### src/rtl/spi_chip_select_decoder.sv
// Passive SPI mode-0 sniffer. After a start pulse it decodes a pin-index byte
// and a length byte from MOSI/SCLK, then holds scs high for exactly that many
// following bytes. scs is combinational so its edges land in the same clk
// cycle the final SCLK fall of the qualifying byte is seen.
module spi_chip_select_decoder (
  input  logic       clk,
  input  logic       rst,
  input  logic       start,
  input  logic       sin,
  input  logic       sclk,
  output logic       scs,
  output logic [7:0] sindex
);

  typedef enum logic [1:0] {
    S_IDLE      = 2'd0,
    S_GET_INDEX = 2'd1,
    S_GET_COUNT = 2'd2,
    S_ACTIVE    = 2'd3
  } state_t;

  state_t      r_state;
  state_t      w_state_nxt;
  logic        r_sclk_q;
  logic [2:0]  r_bitcnt;
  logic        r_full;
  logic [7:0]  r_shift;
  logic [7:0]  r_remaining;
  logic [7:0]  r_sindex;
  logic [7:0]  w_remaining_nxt;
  logic        w_sindex_load;
  logic        w_rise;
  logic        w_fall;
  logic        w_byte_done;
  logic        w_scs;

  // SCLK is already synchronous to clk; edges come from a one-cycle delay.
  assign w_rise = ~r_sclk_q & sclk;
  assign w_fall = r_sclk_q & ~sclk;

  // A byte completes on the fall after the 8th rise; start suppresses it.
  assign w_byte_done = w_fall & r_full & ~start;

  // Previous SCLK level for edge detection.
  always_ff @(posedge clk or negedge rst) begin
    if (!rst) begin
      r_sclk_q <= 1'b0;
    end else begin
      r_sclk_q <= sclk;
    end
  end

  // Bit counter and byte-full flag; frozen in IDLE, cleared by start.
  always_ff @(posedge clk or negedge rst) begin
    if (!rst) begin
      r_bitcnt <= 3'd0;
      r_full   <= 1'b0;
    end else if (start) begin
      r_bitcnt <= 3'd0;
      r_full   <= 1'b0;
    end else if (r_state != S_IDLE) begin
      if (w_rise) begin
        r_bitcnt <= r_bitcnt + 3'd1;
        if (r_bitcnt == 3'd7) begin
          r_full <= 1'b1;
        end
      end else if (w_byte_done) begin
        r_full <= 1'b0;
      end
    end
  end

  // MSB-first shift register sampling MOSI on each qualified SCLK rise.
  always_ff @(posedge clk) begin
    if (!start && (r_state != S_IDLE) && w_rise) begin
      r_shift <= {r_shift[6:0], sin};
    end
  end

  // State, remaining byte count and captured pin index.
  always_ff @(posedge clk or negedge rst) begin
    if (!rst) begin
      r_state     <= S_IDLE;
      r_remaining <= 8'd0;
      r_sindex    <= 8'd0;
    end else begin
      r_state     <= w_state_nxt;
      r_remaining <= w_remaining_nxt;
      if (w_sindex_load) begin
        r_sindex <= r_shift;
      end
    end
  end

  // Next state and chip select: scs is ACTIVE-or-entering minus leaving.
  always_comb begin
    w_state_nxt     = r_state;
    w_remaining_nxt = r_remaining;
    w_sindex_load   = 1'b0;
    w_scs           = 1'b0;
    if (start) begin
      w_state_nxt = S_GET_INDEX;
    end else begin
      case (r_state)
        S_GET_INDEX: begin
          if (w_byte_done) begin
            w_sindex_load = 1'b1;
            w_state_nxt   = S_GET_COUNT;
          end
        end
        S_GET_COUNT: begin
          if (w_byte_done) begin
            w_remaining_nxt = r_shift;
            if (r_shift != 8'd0) begin
              w_scs       = 1'b1;
              w_state_nxt = S_ACTIVE;
            end else begin
              w_state_nxt = S_IDLE;
            end
          end
        end
        S_ACTIVE: begin
          w_scs = 1'b1;
          if (w_byte_done) begin
            w_remaining_nxt = r_remaining - 8'd1;
            if (r_remaining == 8'd1) begin
              w_scs       = 1'b0;
              w_state_nxt = S_IDLE;
            end
          end
        end
        default: begin
          w_state_nxt = S_IDLE;
        end
      endcase
    end
  end

  assign scs    = w_scs;
  assign sindex = r_sindex;

endmodule

### config.mk
export PLATFORM = sky130hd
export DESIGN_NAME = spi_chip_select_decoder
export DESIGN_NICKNAME = d
export VERILOG_FILES = /design/src/rtl/spi_chip_select_decoder.sv
export SDC_FILE = /design/constraint.sdc
export NUM_CORES = 1
export LEC_CHECK = 0
export CAP_MARGIN = 10
export CORE_UTILIZATION = 56
export DETAILED_ROUTE_END_ITERATION = 10
export PLACE_DENSITY = 0.78
export SKIP_CTS_REPAIR_TIMING = 1
export SYNTH_ARGS = -nofsm -noshare
export SYNTH_HDL_FRONTEND = slang
export SYNTH_SLANG_ARGS = --single-unit
### constraint.sdc
create_clock -name clk -period 2.05 [get_ports clk]
set_input_delay 0.41 -clock clk [delete_from_list [all_inputs] [get_ports clk]]
set_output_delay 0.41 -clock clk [all_outputs]
set_load 0.01 [all_outputs]
Yosys cells after proc, flatten, opt, wreduce, memory -nomap -nowiden
Index checks and enable logic that the tools add are counted.
{"block": "totals", "in_bits": 5, "elab_cells": 68, "out_inout_bits": 9, "regBits": 31}
{"block": "classes", "n_addsub": 2, "muxes": 27, "n_reduce_logical": 13, "bitwise": 7, "eq_ne": 12}
{"op": "2-to-1 mux 8 bit", "count": 2}
{"op": "case mux 8 bit (2 select lines)", "count": 1}
{"op": "2-to-1 mux 1 bit", "count": 13}
{"op": "2-to-1 mux 2 bit", "count": 6}
{"op": "!= test 3 bit (second input constant)", "count": 4}
{"op": "2-to-1 mux 3 bit", "count": 3}
{"op": "== test 8 x 1 -> 1 bit (second input constant)", "count": 1}
{"op": "AND reduction 4 bit", "count": 2}
{"op": "nonzero test 2 bit", "count": 4}
{"op": "nonzero test 8 bit", "count": 1}
{"op": "subtractor 8 x 1 -> 8 bit (second input constant)", "count": 1}
{"op": "case mux 2 bit (3 select lines)", "count": 1}
{"op": "AND 1 bit", "count": 4}
{"op": "== test 2 bit (second input constant)", "count": 2}
{"op": "!= test 2 bit (second input constant)", "count": 2}
{"op": "adder 3 x 1 -> 3 bit (second input constant)", "count": 1}
{"op": "== test 3 bit (second input constant)", "count": 1}
{"op": "!= test 3 x 2 -> 1 bit (second input constant)", "count": 1}
{"op": "inverter 1 bit", "count": 3}
{"op": "AND reduction 3 bit", "count": 1}
{"op": "nonzero test 3 bit", "count": 1}
{"op": "== test 2 x 1 -> 1 bit (second input constant)", "count": 1}
{"op": "logical AND 1 bit", "count": 2}
{"op": "case mux 1 bit (2 select lines)", "count": 1}
{"op": "other kinds (2)", "count": 2}

Logic depth before layout (Yosys ltp)
Gate-level depths: netlist of the first run.
{"block": "depth", "ltp_word": 8, "depth_mapped": 7, "ltp_nobuf": 6}

Worst setup path after synthesis of the first run
Ideal clock, no wire load.
{"block": "synth_path", "path_kind": "reg-to-reg", "startpoint": "register r_state[0]", "endpoint": "register r_shift[0], enable pin", "path_slack_ps": 281, "t_required_ps": 1722, "n_path_buf": 0, "arrival_ps": 1441, "path_stages_with_launch": 5, "synth_period_minus_slack_ps": 1769, "setup_ps": 328, "cell_sequence": "dfrtp_1 -> inv_1 -> ha_1 -> nor3b_1 -> and2b_1"}
{"block": "synth_via", "elab_chain_len": 3}
{"item": "start: declaration", "line": "22", "source": "state_t r_state;"}
{"item": "start signal: assignment", "line": "87", "source": "r_state <= w_state_nxt;"}
{"item": "nonzero test 2 bit", "line": "75", "source": "if (!start && (r_state != S_IDLE) && w_rise) begin"}
{"item": "logical AND 1 bit (2 in series)", "line": "75"}
{"item": "end signal: assignment", "line": "76", "source": "r_shift <= {r_shift[6:0], sin};"}
{"item": "end: declaration", "line": "27", "source": "logic [7:0] r_shift;"}
Every way passes these cells.
A chain may end at the register's enable or synchronous reset.

Final worst setup path of the first run
{"block": "layout_path", "startpoint": "register r_remaining[1]", "endpoint": "output port scs"}
{"block": "layout_via", "elab_chain_len": 5}
{"item": "start: declaration", "line": "28", "source": "logic [7:0] r_remaining;"}
{"item": "start signal: assignment", "line": "88", "source": "r_remaining <= w_remaining_nxt;"}
{"item": "== test 8 x 1 -> 1 bit", "line": "126", "source": "if (r_remaining == 8'd1) begin"}
{"item": "2-to-1 mux 1 bit", "line": "126"}
{"item": "2-to-1 mux 1 bit", "line": "124", "source": "if (w_byte_done) begin"}
{"item": "case mux 1 bit (2 select lines)", "line": "104", "source": "case (r_state)"}
{"item": "2-to-1 mux 1 bit", "line": "101", "source": "if (start) begin"}
{"item": "end: declaration", "line": "11", "source": "output logic scs,"}
Every way passes these cells.

==> results.ini, run 1 <==
[cts]
root_buffer = clkbuf_4
cts_tree = built
path_clk_slew_ns = 0.10
cts_inserted_buffers = 5
insertion_delay_ns = 0.34
clock-sinks = 31
htreeDepth = 2
clock_path_buffers = 2

[min_path]
hp-start = sclk
whs_endpoint = r_sclk_q
holdCritPathClass = input pin to flip-flop
hold_depth = 2

[logic_synthesis]
synth.avg_cell_area_um2 = 11.25
synthDominantCellAreaShare_pct = 36.54
synth_edf_count = 8
syn_nets = 153
synth_warnings = 0
ys_seq_area_share_pct = 51.79
ys_top_cells_by_area = dfrtp_1 (37%), edfxtp_1 (15%), ha_1 (6.4%), mux2_4 (5.7%), o21ai_0 (3.5%)
ys_async_sr_fraction_pct = 74.19
synthTopCellsByCount = dfrtp_1 (23), nor2_1 (13), o21ai_0 (11), inv_1 (9)
synth_cells = 140
synth.most_common_cell = dfrtp_1
yosys_most_used_dff = dfrtp_1
synth_cell_types = 39
synth-seq-cells = 31
synth_top_cell_by_area = dfrtp_1
netlist_area_mm2 = 0.001575

[sta]
maxSlewViolCount = 0
worstMarginPinSlew_ns = 0.5241
relSlewSlack_pct = 64.74
fin_skew_ns = 0.005920
fin_crit_ns = 2.057
hold_slack_ns = 0.3272
setup_viol_count_final = 1
timing.fmax_ghz = 0.4861
min_period_over_period_pct = 100.4
setup_ws_ns = -0.007190
finalHoldViolations = 0

[status]
violations = setup timing
status = finished, violations left

[finish]
final_nets = 198
final_cells = 216
drive_gt1_share_pct = 30.11
antenna_cells = 0
fin_area_mm2 = 0.002053
fill_cells = 163
syn2layout_area_growth_pct = 30.34

[route]
routed.top_layer = met4
vias = 1247
ant_nets = 0
wl_met3_um = 94
wl_um = 3574
vias_per_cell = 5.773
drc = 0
wl_per_cell_um = 16.55
drt_iter0_drc = 34
met1_length_um = 1505
drtPass1Iterations = 4
dr_wl_met2_um = 1913

[power_and_ir_drop]
ir_drop_mv = 0.6096
power_leakage_uw = 0.0009434
p_per_area_mw_per_mm2 = 692.7
total_power_uw = 1422

[grt]
first_global_vias = 1239
grt_max_degree = 24
grt_usage_pct = 26.07
grt_pass1_wl_um = 5319
antenna_found_initial = 0
grt_overflow_total = 0

[floorplanning]
num_rows = 18
die_h_um = 55.04
start_util_pct = 61.35
die_w_um = 55.04
fp.dieArea_mm2 = 0.003029
io_pins = 14
core_area_mm2 = 0.002567

[critical_path]
critPathMaxFanout = 2
worstPathCellList = inv_2 > ha_4 > nor2b_4 > nand4_1 > a22oi_2 > nor2_1 > buf_2
critPathTopFamily = flip-flops
slowest_stage = dfrtp_1
worst_setup_path_start_kind = flip-flop
rrSetupSlack_ns = 0.29
reg2reg_to = r_shift[1]
required_ns = 1.64
cpPeakStageDelay_ns = 0.40
arrival_ns = 1.65
crit_cells = 7
worst-setup-path-type = flip-flop to output port
ff2ff_path_depth = 5
crit_buf_inv = 2
endpoint_kind = output port
r2r_start = r_state[0]

[placement]
dpl_cell_area_mm2 = 0.001912
dp_hpwl_um = 2476
portBuffers = 13
gp_congestion = 0.8172
place_inst = 204

[flow_run]
maxCapViolCount = 0

[layout by cell type, fill, tap and decap left out, drive strengths merged, types with 3 or more instances in the layout]
| cell | Yosys | routed |
|---|---|---|
| nand2 | 6 | 6 |
| o21ai | 13 | 13 |
| a21oi | 8 | 8 |
| buf | 3 | 30 |
| nor3 | 3 | 3 |
| clkbuf | 1 | 5 |
| nor2 | 13 | 13 |
| edfxtp | 8 | 8 |
| clkdlybuf4s50 | 0 | 11 |
| o22ai | 3 | 3 |
| mux2i | 4 | 4 |
| dfrtp | 23 | 23 |
| mux2 | 6 | 6 |
| a31oi | 4 | 4 |
| inv | 9 | 9 |
| nor4 | 3 | 3 |
| ha | 8 | 8 |
[flip-flops by register name, summed over array words and instances (netlist names)]
signal and count:
r_full 1, r_state 2, r_remaining 8, r_sclk_q 1, r_shift 8, sindex 8
r_bitcnt 3
[layer usage]
| metal | track usage (%) | vias up |
|---|---|---|
| met2 | 46.39 | 27 |
| li1 | - | 597 |
| met3 | 6.557 | 7 |
| met5 | 0 | - |
| met1 | 28.42 | 616 |
| met4 | 13.33 | 0 |
[worst max path at each step]
stage                   start         end
2_1_floorplan      r_state[0]  r_shift[0]
3_3_place_gp             sclk         scs
3_5_place_dp             sclk         scs
4_1_cts            r_state[0]         scs
5_1_grt        r_remaining[1]         scs
6_report       r_remaining[1]         scs
[worst register-to-register path, stage by stage (launching register included)]
cell and delay, ns:
dfrtp_1 0.37, inv_1 0.06, buf_4 0.13, ha_1 0.24, nor3b_1 0.27, and2b_1 0.37
[kinds of logic after synthesis]
family	Yosys count	share of synthesized area [%]
AND/OR/NAND/NOR	40	14.77
AO/OA/AOI/OAI	37	14.14
flip-flops	31	51.79
buffers and inverters	13	4.129
multiplexers	10	8.261
adder cells (fa/ha/maj)	8	6.355
XOR/XNOR	1	0.5561
[through the flow]
stage          worst slack [ns]  utilization, %  setup TNS (ns)
3_5_place_dp            -0.3696           74.46         -0.3696
5_1_grt                -0.05921           79.97        -0.05921
4_1_cts                 -0.4432           76.71         -0.4432
3_3_place_gp            -0.2626           74.46         -0.2626
2_1_floorplan            0.2810               -               0
6_report              -0.007190           79.97       -0.007190
[report_power, final]
group / internal (uW) / total (uW) / switching (uW)
sequential: 673 / 699 / 26.7
combinational: 170 / 358 / 189
clock: 131 / 364 / 234
[cell type report]
type                            instances  area, um^2  share of cell area [%]
Sequential cell                        31       815.8                   39.73
Multi-Input combinational cell         96       750.7                   36.56
Timing Repair Buffer                   42       357.8                   17.43
Clock buffer                            5       37.54                   1.828
Tap cell                               30       37.54                   1.828
Inverter                                9       33.78                   1.645
Clock inverter                          3       20.02                  0.9750
(Power assumes the default switching activity.)
==> run 2: changes to the inputs <==
--- a/config.mk
+++ b/config.mk
@@ -10,6 +10,7 @@
 export DETAILED_ROUTE_END_ITERATION = 10
 export PLACE_DENSITY = 0.78
 export SKIP_CTS_REPAIR_TIMING = 1
+export SLEW_MARGIN = 10
 export SYNTH_ARGS = -nofsm -noshare
 export SYNTH_HDL_FRONTEND = slang
 export SYNTH_SLANG_ARGS = --single-unit
==> results of run 2 <==
Same layout as run 1: the final DEF is identical, and so are final timing and power.
